===== src/rtl/reset_sequencer.sv =====
// Power-on / system-reset sequencer: power-up delay, reset pulse, user hold and
// config-change triggered resets, with a latched reset cause.
module reset_sequencer #(
    parameter int               NCFG = 3,
    parameter logic [NCFG-1:0]  MASK = '1,
    parameter int               PWW  = 4,
    parameter int               RSW  = 5
) (
    input  logic            clock,
    input  logic            reset,
    input  logic            ce,
    input  logic [NCFG-1:0] cfg,
    input  logic            rstReq,
    output logic            power,
    output logic            run,
    output logic [NCFG-1:0] cfgChg,
    output logic [2:0]      cause
);

    typedef enum logic [1:0] {
        PWR  = 2'd0,
        RST  = 2'd1,
        RUN  = 2'd2,
        HOLD = 2'd3
    } state_t;

    localparam logic [PWW-1:0] PW_MAX = '1;
    localparam logic [RSW-1:0] RS_MAX = '1;

    state_t          state, state_n;
    logic [PWW-1:0]  pw, pw_n;
    logic [RSW-1:0]  rs, rs_n;
    logic [NCFG-1:0] cfg_d, cfg_d_n;
    logic [NCFG-1:0] chg;
    logic [NCFG-1:0] cfgchg_n;
    logic [2:0]      cause_n;
    logic            power_n, run_n;

    always_ff @(posedge clock or negedge reset) begin
        if (!reset) begin
            state  <= PWR;
            pw     <= '0;
            rs     <= '0;
            cfg_d  <= '0;
            power  <= 1'b0;
            run    <= 1'b0;
            cfgChg <= '0;
            cause  <= 3'b001;
        end else begin
            state  <= state_n;
            pw     <= pw_n;
            rs     <= rs_n;
            cfg_d  <= cfg_d_n;
            power  <= power_n;
            run    <= run_n;
            cfgChg <= cfgchg_n;
            cause  <= cause_n;
        end
    end

    // Only masked bits that actually moved on an enabled tick count as a change
    assign chg = ce ? ((cfg ^ cfg_d) & MASK) : '0;

    always_comb begin
        state_n  = state;
        pw_n     = pw;
        rs_n     = rs;
        cfg_d_n  = ce ? cfg : cfg_d;
        cfgchg_n = cfgChg;
        cause_n  = cause;

        case (state)
            PWR: begin
                if (ce) begin
                    if (pw == PW_MAX) begin
                        state_n = RST;
                        rs_n    = '0;
                    end else begin
                        pw_n = pw + 1'b1;
                    end
                end
            end
            RST: begin
                // A change during the pulse restarts it rather than ending it
                if (chg != '0) begin
                    rs_n        = '0;
                    cfgchg_n    = cfgChg | chg;
                    cause_n[2]  = 1'b1;
                end else if (ce) begin
                    if (rs == RS_MAX) begin
                        if (rstReq) begin
                            state_n = HOLD;
                            rs_n    = '0;
                        end else begin
                            state_n = RUN;
                        end
                    end else begin
                        rs_n = rs + 1'b1;
                    end
                end
            end
            RUN: begin
                if (ce && rstReq) begin
                    state_n  = HOLD;
                    rs_n     = '0;
                    cause_n  = 3'b010;
                    cfgchg_n = '0;
                end else if (chg != '0) begin
                    state_n  = RST;
                    rs_n     = '0;
                    cause_n  = 3'b100;
                    cfgchg_n = chg;
                end
            end
            HOLD: begin
                rs_n = '0;
                if (chg != '0) begin
                    cfgchg_n   = cfgChg | chg;
                    cause_n[2] = 1'b1;
                end
                if (ce && !rstReq) begin
                    state_n = RST;
                end
            end
            default: begin
                state_n = PWR;
            end
        endcase

        power_n = power | (state_n != PWR);
        run_n   = (state_n == RUN);
    end

endmodule


===== config.mk =====
export PLATFORM = sky130hd
export DESIGN_NAME = reset_sequencer
export DESIGN_NICKNAME = d
export VERILOG_FILES = /design/src/rtl/reset_sequencer.sv
export SDC_FILE = /design/constraint.sdc
export NUM_CORES = 1
export LEC_CHECK = 0
export ABC_AREA = 1
export BUFFER_PORTS_ARGS = -buffer_cell sky130_fd_sc_hd__buf_2
export CAP_MARGIN = 25
export CORE_MARGIN = 3
export CORE_UTILIZATION = 40
export DETAILED_ROUTE_END_ITERATION = 8
export PLACE_DENSITY = 0.64
export SYNTH_ARGS = -nofsm -noshare
export SYNTH_HDL_FRONTEND = slang
export SYNTH_SLANG_ARGS = --single-unit

===== constraint.sdc =====
create_clock -name clock -period 1.95 [get_ports clock]
set_clock_uncertainty 0.05 [all_clocks]
set_input_delay 0.585 -clock clock [delete_from_list [all_inputs] [get_ports clock]]
set_output_delay 0.585 -clock clock [all_outputs]
set_load 0.01 [all_outputs]

==> flow_summary.toml, run 1 <==
[floorplanning]
coreArea_um2 = 2900
start_util_pct = 43.9
io_pins = 15
die_area_um2 = 3900
rows = 19
die_h_um = 62.4
die_w_um = 62.4

[routing]
drc = 0
via_per_inst = 4.70
totalWireLength_um = 2210
vias = 991
drtIter0Drc = 23
drt-pass1-iter-count = 5
post_drt_wl_per_cell_um = 10.5
ant_nets = 0

[sta]
setup_viol = 0
fmax_ghz = 0.576
post-route-min-period_ns = 1.74
relSlewSlack_pct = 68.6
hold_viol = 0
rsz0062_at_grt = "false"
slew_viol_final = 0
tightest_slew_ns = 0.470
period_share_pct = 89.0
tns_ns = 0

[layout]
fill_cells = 291
final_common_cell = "nand2_1"
nets = 181
fin_area_um2 = 1410
diodes = 0
area_growth_pct = 10.7
drive_above_1_share_pct = 21.9
final_cell_mix = "36 x nand2_1, 21 x dfrtp_1, 19 x inv_1"

[power_and_ir_drop]
p_switching_mw = 0.265
power_leakage_nw = 0.728
p_sw_share_pct = 28.3
p_per_area_nw_per_um2 = 663
intPower_mw = 0.670
max-vdd-ir-drop_mv = 0.263
pwr-share-clk_pct = 26.6
combPwrFrac_pct = 18.2
seqPwrFrac_pct = 55.1

[synth]
synthFlopType = "dfrtp_1"
muxShareOfSynthArea_pct = 1.18
netlist-cell-type-count = 28
synth-compound-area-share_pct = 8.25
synthCells = 153
synth_top_family_by_area = "simple AND/OR/NAND/NOR gates"
synth.avg_cell_area_um2 = 8.32
synthArstFlopShare_pct = 100
synth_edf_count = 0
synth_top_area_share_pct = 41.3
ys_ff_latch = 22
synth_area_leader_cell = "dfrtp_1"
synth-xor-area-share_pct = 2.75
ys_seq_area_share_pct = 43.3
ys.warnings.count = 0
synth-adder-area-share_pct = 3.93
synthesis.nets = 164
yosys.area_share.simple_pct = 32.3
syn_area_um2 = 1270
synth.area.top_cells = "dfrtp_1 41%, nand2_1 11%, nand3_1 5.9%, inv_1 5.6%, ha_1 3.9%"

[cts]
worstSkewPairLatency_ns = 0.30
post-cts-setup-buffer-count = 0
cts_buffer_depth = 2
h-tree-depth = 1
cts-resized-gates = 0
numCtsBuffers = 3
cts_tree = "built"
clkTransAtPathRegs_ns = 0.12
cts_root_buf = "clkbuf_4"
cts_hold_buf = 0
cts.sinks = 22

[setup_path]
r2r_cells = 8
r2r_end = "power$_DFF_PN0_"
cp_cell_sequence = "ha_1 -> and3_1 -> ha_1 -> inv_1 -> nor2_1 -> nand4_1 -> nand2_1 -> nand3_1"
arrival_ns = 1.88
slowest_stage = "dfrtp_1"
cp-start-kind = "register"
critical_path_required_ns = 2.10
reg2reg_from = "rs[0]$_DFFE_PN0P_"
cp_top_family = "simple AND/OR/NAND/NOR gates"
crit_type = "reg2reg"
reg2reg_slack_ns = 0.21
path_max_fanout = 4
crit_path_end_kind = "register"
path_buf_inv = 1
cp_common_cell = "ha_1"
cpPeakStageDelay_ns = 0.42

[global_route]
grt.total_usage_pct = 12.5
grt_max_degree = 23
grt_pass1_wl_um = 4040
antenna_found_initial = 0
first_global_vias = 945
overflow = 0

[run_status]
outcome = "finished clean"

[placed_design]
place.gp.congestion = 0.898
numPortBuffers = 14
dp_hpwl_um = 1780
placed_cell_area_um2 = 1370

[min_path]
hold_class = "in2async"

[run]
cap_violations = 0
==> metrics by stage <==
stage	hold WS [ns]	std cells	util (%)	setup WS (ns)	total power, mW
2_1_floorplan	0.239	153	-	0.388	0.637
3_3_place_gp	0.402	207	47.4	0.213	0.695
3_5_place_dp	0.404	207	47.4	0.136	0.698
4_1_cts	0.168	211	48.6	0.196	0.953
5_1_grt	0.174	211	48.6	0.00181	0.995
6_report	0.164	211	48.6	0.214	0.935
==> area by class of cell <==
class                   count  area, µm²  share of cell area, %
inverters                  22       82.6                   5.86
clock buffers               4       36.3                   2.57
well taps                  42       52.6                   3.73
multi-input cells         107        617                   43.7
flip-flops and latches     22        552                   39.1
repair buffers             14       70.1                   4.97
==> power groups by stage <==
stage	Combinational (mW)	Sequential, mW	Clock, mW
global route	0.194	0.521	0.279
global placement	0.172	0.523	0
CTS	0.173	0.517	0.263
floorplan	0.105	0.532	0
detailed placement	0.173	0.526	0
finish	0.171	0.515	0.249
==> cell usage after synthesis (2+ instances only) <==
master / number
nor2_2: 2
inv_2: 3
nand2_2: 5
nor2_1: 11
a21oi_1: 2
xnor2_1: 2
ha_1: 4
dfrtp_1: 21
buf_6: 2
inv_1: 19
nand4_1: 2
nor3_1: 4
xor2_1: 2
nand3_1: 15
nand2_1: 36
a21oi_4: 2
o21ai_0: 10
==> registers in the layout, summed over array words and instances, names as in the netlist <==
name    cells
power       1
state       2
run         1
cfg_d       3
rs          5
cfgChg      3
cause       3
pw          4
==> per-layer routing <==
metal  vias up  share of wire, %  global-route usage [%]  wire length, µm
met2        18                47                    20.6             1040
met1       456                49                    16.6             1090
li1        515                 -                       -                -
met4         0              0.54                    2.48               12
met5         -                 0                       0                0
met3         2               3.2                    3.24               70
==> cells by family after synthesis <==
| logic type | count (synthesis) |
|---|---|
| AOI/OAI and AO/OA | 16 |
| muxes | 1 |
| buffers and inverters | 24 |
| DFF | 22 |
| xor gates and xnor gates | 4 |
| adders and majority gates | 4 |
| and+or+nand+nor | 82 |
==> worst max path at each step <==
stage / to / from / cells after the start / slack (ns)
global placement: rs[0]$_DFFE_PN0P_ / ce / 8 / 0.21
CTS: power$_DFF_PN0_ / rs[0]$_DFFE_PN0P_ / 8 / 0.20
detailed placement: power$_DFF_PN0_ / ce / 8 / 0.14
finish: power$_DFF_PN0_ / rs[0]$_DFFE_PN0P_ / 8 / 0.21
global route: run$_DFF_PN0_ / rs[0]$_DFFE_PN0P_ / 9 / 0.002
floorplan: rs[2]$_DFFE_PN0P_ / rs[0]$_DFFE_PN0P_ / 8 / 0.39
Note: power is estimated with default switching activity, not from simulation.
==> run 2: changes to the inputs <==
--- a/config.mk
+++ b/config.mk
@@ -7,11 +7,12 @@
 export LEC_CHECK = 0
 export ABC_AREA = 1
 export BUFFER_PORTS_ARGS = -buffer_cell sky130_fd_sc_hd__buf_2
-export CAP_MARGIN = 25
+export CAP_MARGIN = 20
+export CORE_ASPECT_RATIO = 1.75
 export CORE_MARGIN = 3
-export CORE_UTILIZATION = 40
+export CORE_UTILIZATION = 45
 export DETAILED_ROUTE_END_ITERATION = 8
-export PLACE_DENSITY = 0.64
+export PLACE_DENSITY = 0.7
 export SYNTH_ARGS = -nofsm -noshare
 export SYNTH_HDL_FRONTEND = slang
 export SYNTH_SLANG_ARGS = --single-unit
==> flow_summary.toml, run 2 (synthesis results as in run 1) <==
[cts]
numCtsBuffers = 3
h-tree-depth = 1
worstSkewPairLatency_ns = 0.26
cts.sinks = 22
cts-resized-gates = 0
clkTransAtPathRegs_ns = 0.08
cts_root_buf = "clkbuf_8"
cts_hold_buf = 0
cts_tree = "built"
cts_buffer_depth = 2
post-cts-setup-buffer-count = 0

[setup_path]
reg2reg_slack_ns = 0.17
crit_type = "reg2reg"
arrival_ns = 1.93
cp_common_cell = "ha_1"
reg2reg_from = "rs[0]$_DFFE_PN0P_"
crit_path_end_kind = "register"
r2r_cells = 8
cp-start-kind = "register"
cp_cell_sequence = "ha_1 -> and3_1 -> ha_1 -> nor2_1 -> inv_1 -> nor3_1 -> nand3_1 -> nand2_1"
cpPeakStageDelay_ns = 0.41
slowest_stage = "dfrtp_1"
path_max_fanout = 4
critical_path_required_ns = 2.10
r2r_end = "rs[2]$_DFFE_PN0P_"

[sta]
hold_viol = 0
fmax_ghz = 0.562
period_share_pct = 91.3
tns_ns = 0
slew_viol_final = 0
tightest_slew_ns = 0.498
rsz0062_at_grt = "false"
setup_viol = 0
relSlewSlack_pct = 66.8
post-route-min-period_ns = 1.78

[layout]
fill_cells = 239
instances_no_fill = 195
final_common_cell = "nand2_1"
drive_above_1_share_pct = 21.9
largest_register_ffs = 5
max_flop_register = "rs"
diodes = 0
multi_input_area_um2 = 617
nets = 181
reg.largest.list = "rs x5, pw x4"
final_cell_mix = "36 x nand2_1, 21 x dfrtp_1, 19 x inv_1"
area_growth_pct = 11.9
final-seq-area_um2 = 552

[routing]
drt-pass1-iter-count = 4
vias = 1030
via_per_inst = 5.28
drtIter0Drc = 26
post_drt_wl_per_cell_um = 12.5
ant_nets = 0
drc = 0
totalWireLength_um = 2440

[power_and_ir_drop]
p_per_area_nw_per_um2 = 777
power_leakage_nw = 0.742
max-vdd-ir-drop_mv = 0.564

[placed_design]
numPortBuffers = 14
dp_hpwl_um = 1930
place_inst = 191
place.gp.congestion = 0.841

[floorplanning]
start_util_pct = 49.3
die_w_um = 46.2
die_h_um = 76.4
die_area_um2 = 3530
rows = 24
io_pins = 15
coreArea_um2 = 2580

[global_route]
first_global_vias = 1000
antenna_found_initial = 0
overflow = 0
grt_max_degree = 23
grt.total_usage_pct = 15.5
grt_pass1_wl_um = 4060

[min_path]
hold_class = "in2async"

[run]
cap_violations = 0

[run_status]
outcome = "finished clean"
[run 2: final cells by class]
class                   count  share of cell area [%]
multi-input cells         107                    43.3
flip-flops and latches     22                    38.7
inverters                  22                    5.79
repair buffers             14                    4.92
clock buffers               3                    2.90
well taps                  26                    2.28
clock inverters             1                    2.11
[run 2: worst max-delay path, delay by kind of cell (launching register included)]
family	cells	cell delay, ns
adders and majority gates	2	0.43
DFF	1	0.41
buffers and inverters	1	0.07
and+or+nand+nor	5	0.75
[run 2: power breakdown]
group	switching, mW	leakage, nW	internal (mW)	total, mW
combinational	0.110	0.438	0.0650	0.175
clock	0.145	0.0357	0.274	0.419
sequential	0.0214	0.269	0.492	0.513
total	0.276	0.742	0.831	1.11
[run 2: layer usage]
layer,up-vias,global-route usage (%),share of wire [%]
li1,518,-,-
met4,0,9.12,2.6
met2,22,28.5,56
met3,6,2.36,2.8
met5,-,0,0
met1,484,14.5,38
[run 2: worst max path at each step]
stage                 startpoint                end  slack [ns]  cells past startpoint
2_1_floorplan  rs[0]$_DFFE_PN0P_  rs[2]$_DFFE_PN0P_        0.39                      8
3_3_place_gp                  ce  rs[3]$_DFFE_PN0P_        0.16                      8
3_5_place_dp                  ce  rs[0]$_DFFE_PN0P_         0.1                      8
4_1_cts        rs[0]$_DFFE_PN0P_  rs[2]$_DFFE_PN0P_        0.16                      8
5_1_grt        rs[0]$_DFFE_PN0P_  rs[2]$_DFFE_PN0P_        0.05                      8
6_report       rs[0]$_DFFE_PN0P_  rs[2]$_DFFE_PN0P_        0.17                      8
[run 2: through the flow]
stage / hold slack (ns) / setup WS (ns) / total power, mW / instance area, µm² / util, %
6_report: 0.229 / 0.171 / 1.11 / 1430 / 55.2
5_1_grt: 0.247 / 0.0529 / 1.18 / 1430 / 55.2
4_1_cts: 0.240 / 0.156 / 1.12 / 1430 / 55.2
3_5_place_dp: 0.403 / 0.0963 / 0.699 / 1350 / 52.4
3_3_place_gp: 0.403 / 0.162 / 0.693 / 1350 / 52.4
2_1_floorplan: 0.239 / 0.388 / 0.637 / 1270 / -
